File: src/rtl/cdc_pkg.sv
// Shared constants and types for the slow-domain event collector.
package cdc_pkg;

    localparam int CNT_W_DEFAULT = 4;

    typedef logic [CNT_W_DEFAULT-1:0] pend_cnt_t;

    localparam pend_cnt_t PEND_MAX = {CNT_W_DEFAULT{1'b1}};

endpackage

File: src/rtl/pulse_rise_det.sv
// Rising-edge detector on an already-synchronized level; din_d clears to 0 so a
// level that is high when reset releases still reports one rise.
module pulse_rise_det (
    input  logic clkb,
    input  logic rst,
    input  logic din,
    output logic rise
);

    logic r_din_d;

    // Delay register for edge detection
    always_ff @(posedge clkb) begin
        if (!rst) begin
            r_din_d <= 1'b0;
        end else begin
            r_din_d <= din;
        end
    end

    assign rise = din & ~r_din_d;

endmodule

File: src/rtl/event_collect_s.sv
// Saturating pending-event counter with valid/ready hand-off to a slow consumer.
// Optional sticky lost-event flag when EVT_OVF_EN is defined.
module event_collect_s
    import cdc_pkg::*;
#(
    parameter int CNT_W = cdc_pkg::CNT_W_DEFAULT
) (
    input  logic             clkb,
    input  logic             rst,
    input  logic             din,
    input  logic             clr,
    output logic             evt_valid,
    input  logic             evt_ready,
`ifdef EVT_OVF_EN
    output logic             evt_ovf,
`endif
    output logic [CNT_W-1:0] pend_cnt
);

    localparam logic [CNT_W-1:0] W_MAX = {CNT_W{1'b1}};
    localparam logic [CNT_W-1:0] W_ONE = {{(CNT_W-1){1'b0}}, 1'b1};

    logic             w_rise;
    logic             w_accept;
    logic             w_full;
    logic             w_drop;
    logic [CNT_W-1:0] w_cnt_nxt;
    logic [CNT_W-1:0] r_cnt;
    logic             r_valid;

    pulse_rise_det u_rise_det (
        .clkb (clkb),
        .rst  (rst),
        .din  (din),
        .rise (w_rise)
    );

    assign w_accept = r_valid & evt_ready;
    assign w_full   = (r_cnt == W_MAX);

    // Next pending count: clear, then rise/accept combinations
    always_comb begin
        w_cnt_nxt = r_cnt;
        w_drop    = 1'b0;
        if (clr) begin
            w_cnt_nxt = {CNT_W{1'b0}};
        end else if (w_rise && w_accept) begin
            w_cnt_nxt = r_cnt;
        end else if (w_rise) begin
            if (!w_full) begin
                w_cnt_nxt = r_cnt + W_ONE;
            end else begin
                w_drop = 1'b1;
            end
        end else if (w_accept) begin
            w_cnt_nxt = r_cnt - W_ONE;
        end else begin
            w_cnt_nxt = r_cnt;
        end
    end

    // Count and valid registered together so valid never sees din/evt_ready
    always_ff @(posedge clkb) begin
        if (!rst) begin
            r_cnt   <= {CNT_W{1'b0}};
            r_valid <= 1'b0;
        end else begin
            r_cnt   <= w_cnt_nxt;
            r_valid <= (w_cnt_nxt != {CNT_W{1'b0}});
        end
    end

`ifdef EVT_OVF_EN
    logic r_ovf;

    // Sticky lost-event flag
    always_ff @(posedge clkb) begin
        if (!rst) begin
            r_ovf <= 1'b0;
        end else if (clr) begin
            r_ovf <= 1'b0;
        end else begin
            r_ovf <= r_ovf | w_drop;
        end
    end

    assign evt_ovf = r_ovf;
`else
    logic w_drop_unused;
    assign w_drop_unused = w_drop;
`endif

    assign pend_cnt  = r_cnt;
    assign evt_valid = r_valid;

endmodule

File: config.mk
export PLATFORM = sky130hd
export DESIGN_NAME = event_collect_s
export DESIGN_NICKNAME = d
export VERILOG_FILES = /design/src/rtl/cdc_pkg.sv /design/src/rtl/pulse_rise_det.sv /design/src/rtl/event_collect_s.sv
export SDC_FILE = /design/constraint.sdc
export NUM_CORES = 1
export LEC_CHECK = 0
export CORE_AREA = 2 2 39 41
export DETAILED_ROUTE_END_ITERATION = 6
export DIE_AREA = 0 0 41 43
export PLACE_DENSITY = 0.5
export SLEW_MARGIN = 0
export SYNTH_ARGS = -nofsm -noshare
export SYNTH_HDL_FRONTEND = slang
export SYNTH_SLANG_ARGS = --single-unit
File: constraint.sdc
create_clock -name clkb -period 2.1 [get_ports clkb]
set_input_delay 0.21 -clock clkb [delete_from_list [all_inputs] [get_ports clkb]]
set_output_delay 0.21 -clock clkb [all_outputs]
set_load 0.005 [all_outputs]
==> results.md <==
- Clk sinks: 6
- Worst Skew: 0.00148 ns
- Clock transition at the registers of the reported paths: about 0.04 ns
- DRC Markers: 0
- Post-Syn Nets: 52
- Setup crit start kind: flop
- Fillers: 150
- Vias in the first global route: ~340
- P&R area growth vs syn: 34.4%
- R2r startpoint: pend_cnt[1]
- Routed Antenna Nets: 0
- Max Cap Viol: 0
- Number of library cell types mapped by synthesis: 25
- Mapped Cells: 45
- Endpoints failing setup: 0
- Largest net degree at the start of global routing: 9
- Internal power: 0.000226 W
- Gr usage total: 12.2%
- Post-Layout Cell Count: 73
- Worst-case reg-to-reg path depth: 6
- Final Worst Setup Slack: 0.449 ns
- Initial antenna violation count: 0
- Reg2reg end: evt_valid
- Main area contributors after synthesis: dfxtp_1, ha_1, nand3_1
- Clock share of power: between 30% and 40%
- Switching share of total power: about 25%
- Worst stage delay on the critical path: 0.41 ns
- Worst Hold End: pend_cnt[3]
- Final critical-path share of the clock period: between 70% and 80%
- Placed instance area: 495 sq um
- Met3 Use GR: 2.62%
- Nets: between 60 and 70
- Clock buffer depth: 2
- Hold_sp: pend_cnt[3]
- Crit path buffers/inverters: 0
- DRT Pass-1 Iters: 4
- Hold path cells: 2
- Crit path DAT: 1.82 ns
- Slew @ Worst Pin: about 0.32 ns
- VDD IR max: 231 uV
- GRT met1 Usage: around 17%
- Post-route cell area: between 500 and 600 sq um
- Std cell rows: 14
- Sequential share of the synthesized area: 31.2%
- Root Driver: clkbuf_4
- Postcts setup bufs: 0
- Worst hold path class: reg2reg
- Io pins: 10
- Gpl congestion: roughly 0.68
- Worst-path fanout max: 6
- Ant. Diodes: 0
- Die Ht: 43 microns
- Worst skew pair latency: ~0.24 ns
- Core region area: between 1000 and 1500 sq um
- First-pass GRT wire length: between 1000 and 1500 microns
- Tmin final: 1.65 ns
- Max_slew headroom: 78.8%
- Grt total ovfl: 0
- Port buffer count: 9
- Gr busiest metal: met1
- Crit-path slowest cell: dfxtp_1
- Initial Util: 27.8%
- Leakage power: 0.213 nW
- Syn. warnings: 0
- Final Hold Fails: 0
- DIE WIDTH: slightly above 40 microns
- Initial DRC Count: 3
- Share of layout cells above drive strength 1: 14.0%
- CP Data Required Time: 2.27 ns
- Via count: 354
- Die area: 1760 sq um
- Post-synthesis cell area: approximately 390 sq um
- # resized after CTS: 0
- Routed length per placed instance: 11.2 microns
- Setup WS pre-CTS: 0.269 ns
- Drt total wl: between 800 and 900 microns
- Hold buffers post-CTS: 0
- Drt via density: 4.85
- NetSw: 0.0000771 W
- Max Slew Vio Count: 0
- CP Cell Sequence: ha_1 -> nand3_2 -> and3_4 -> a221o_1 -> and3_1 -> o211ai_2
- Yosys top cell by area: dfxtp_1
- Flops & latches, synth: 6
- Top cell type's share of synthesized area: 31.2%
- Dpl cells: 70
- Post-DP HPWL: 646 microns
- Delay-heaviest family, CP: simple AND/OR/NAND/NOR gates
- Flop pwr share: 43.4%
- RSZ-0062 raised after global routing: no
- PD cells: 586 nW/um^2
- Status: finished clean
- H-tree level count: 1
- R2R Setup Slk: 0.45 ns
- Total CTS buffers: 3
- CTS tree: done
- Logic gate share of total power: 23.3%
- Setup Crit Path Kind: reg2reg
- Nature of the critical path endpoint: flop
- Met2 usage: between 10 and 15%
- Max Freq: roughly 0.61 GHz
- Synth Area per Inst: around 8.6 sq um
- Setup_tns: 0 ns
[cell usage in the layout, fill, tap and decap left out]
master,count
a221o_1,1
o31ai_1,1
o2111ai_1,1
clkbuf_4,3
and2_1,2
nor2_1,1
xnor2_1,2
nand2_1,4
and3_4,1
dfxtp_1,6
clkdlybuf4s50_1,9
ha_1,2
a21oi_1,1
nand2b_1,2
a211o_1,1
nand3_1,4
mux2i_1,1
inv_1,4
a31o_2,1
nor2b_1,2
or3_1,1
o211ai_2,1
and3_1,2
nor3_1,1
and3_2,1
nand3_2,1
o211ai_1,1
[power by group through the flow]
stage | clock network (W) | registers (W) | logic (W)
after floorplan | 0 | 0.000132 | 0.0000412
final | 0.000101 | 0.000132 | 0.0000708
after global placement | 0 | 0.000134 | 0.0000719
after global routing | 0.000115 | 0.000133 | 0.0000785
after CTS | 0.000107 | 0.000132 | 0.0000712
after detailed placement | 0 | 0.000134 | 0.0000707
[cells by family (layout without fill, tap and decap cells)]
family	count (synthesis)	after routing	share of synthesized area (%)
AND/OR/NAND/NOR	22	22	33.4
buffers and inverters	4	16	3.89
flip-flops	6	6	31.2
adder cells (fa/ha/maj)	2	2	6.49
multiplexers	1	1	2.60
AO/OA/AOI/OAI	8	8	17.9
XOR/XNOR	2	2	4.55
[worst max path at each step]
stage	from	to	slack, ns	depth (start not counted)
global route	pend_cnt[1]	evt_valid	0.35	6
finish	pend_cnt[1]	evt_valid	0.45	6
floorplan	pend_cnt[1]	evt_valid	0.59	6
global placement	din	evt_valid	0.24	6
detailed placement	din	evt_valid	0.27	6
CTS	pend_cnt[1]	evt_valid	0.43	6
[cells in the mapped netlist]
master     number
o2111ai_1       1
nand3_1         4
nand2b_1        2
and3_1          2
o211ai_2        1
and3_4          1
nor3_1          1
a31o_2          1
o211ai_1        1
a211o_1         1
xnor2_1         2
and2_1          2
a21oi_1         1
nor2_1          1
nor2b_1         2
or3_1           1
nand2_1         4
and3_2          1
nand3_2         1
ha_1            2
inv_1           4
o31ai_1         1
mux2i_1         1
a221o_1         1
dfxtp_1         6
[stage by stage]
| step | util, % | power [W] | hold slack [ns] |
|---|---|---|---|
| detailed placement | 35.8 | 0.000204 | 0.524 |
| global route | 37.4 | 0.000326 | 0.549 |
| global placement | 35.8 | 0.000206 | 0.525 |
| floorplan | - | 0.000173 | 0.332 |
| finish | 37.4 | 0.000304 | 0.530 |
| CTS | 37.4 | 0.000310 | 0.533 |
[layout make-up]
| type | count | area (sq um) | area share [%] |
|---|---|---|---|
| Clock buffer | 3 | 22.5 | 4.35 |
| Tap cell | 16 | 20.0 | 3.86 |
| Multi-Input combinational cell | 35 | 250 | 48.3 |
| Inverter | 4 | 15.0 | 2.90 |
| Sequential cell | 6 | 120 | 23.2 |
| Timing Repair Buffer | 9 | 90.1 | 17.4 |
[worst reg2reg max path, stage by stage, from the launching register on]
cell and delay [ns]:
dfxtp_1 0.41, ha_1 0.26, nand3_2 0.10, and3_4 0.20, a221o_1 0.35, and3_1 0.21, o211ai_2 0.06
[registers in the layout, summed over array words and instances (netlist names)]
name,cells
u_rise_det.r_din_d,1
evt_valid,1
pend_cnt,4
[routing by layer]
layer  up-vias  part of all wire [%]
met5         -                     0
met4         0                   1.1
met3         2                   3.8
met2         3                    47
met1       162                    48
li1        187                     -
Note: power is estimated with default switching activity, not from simulation.
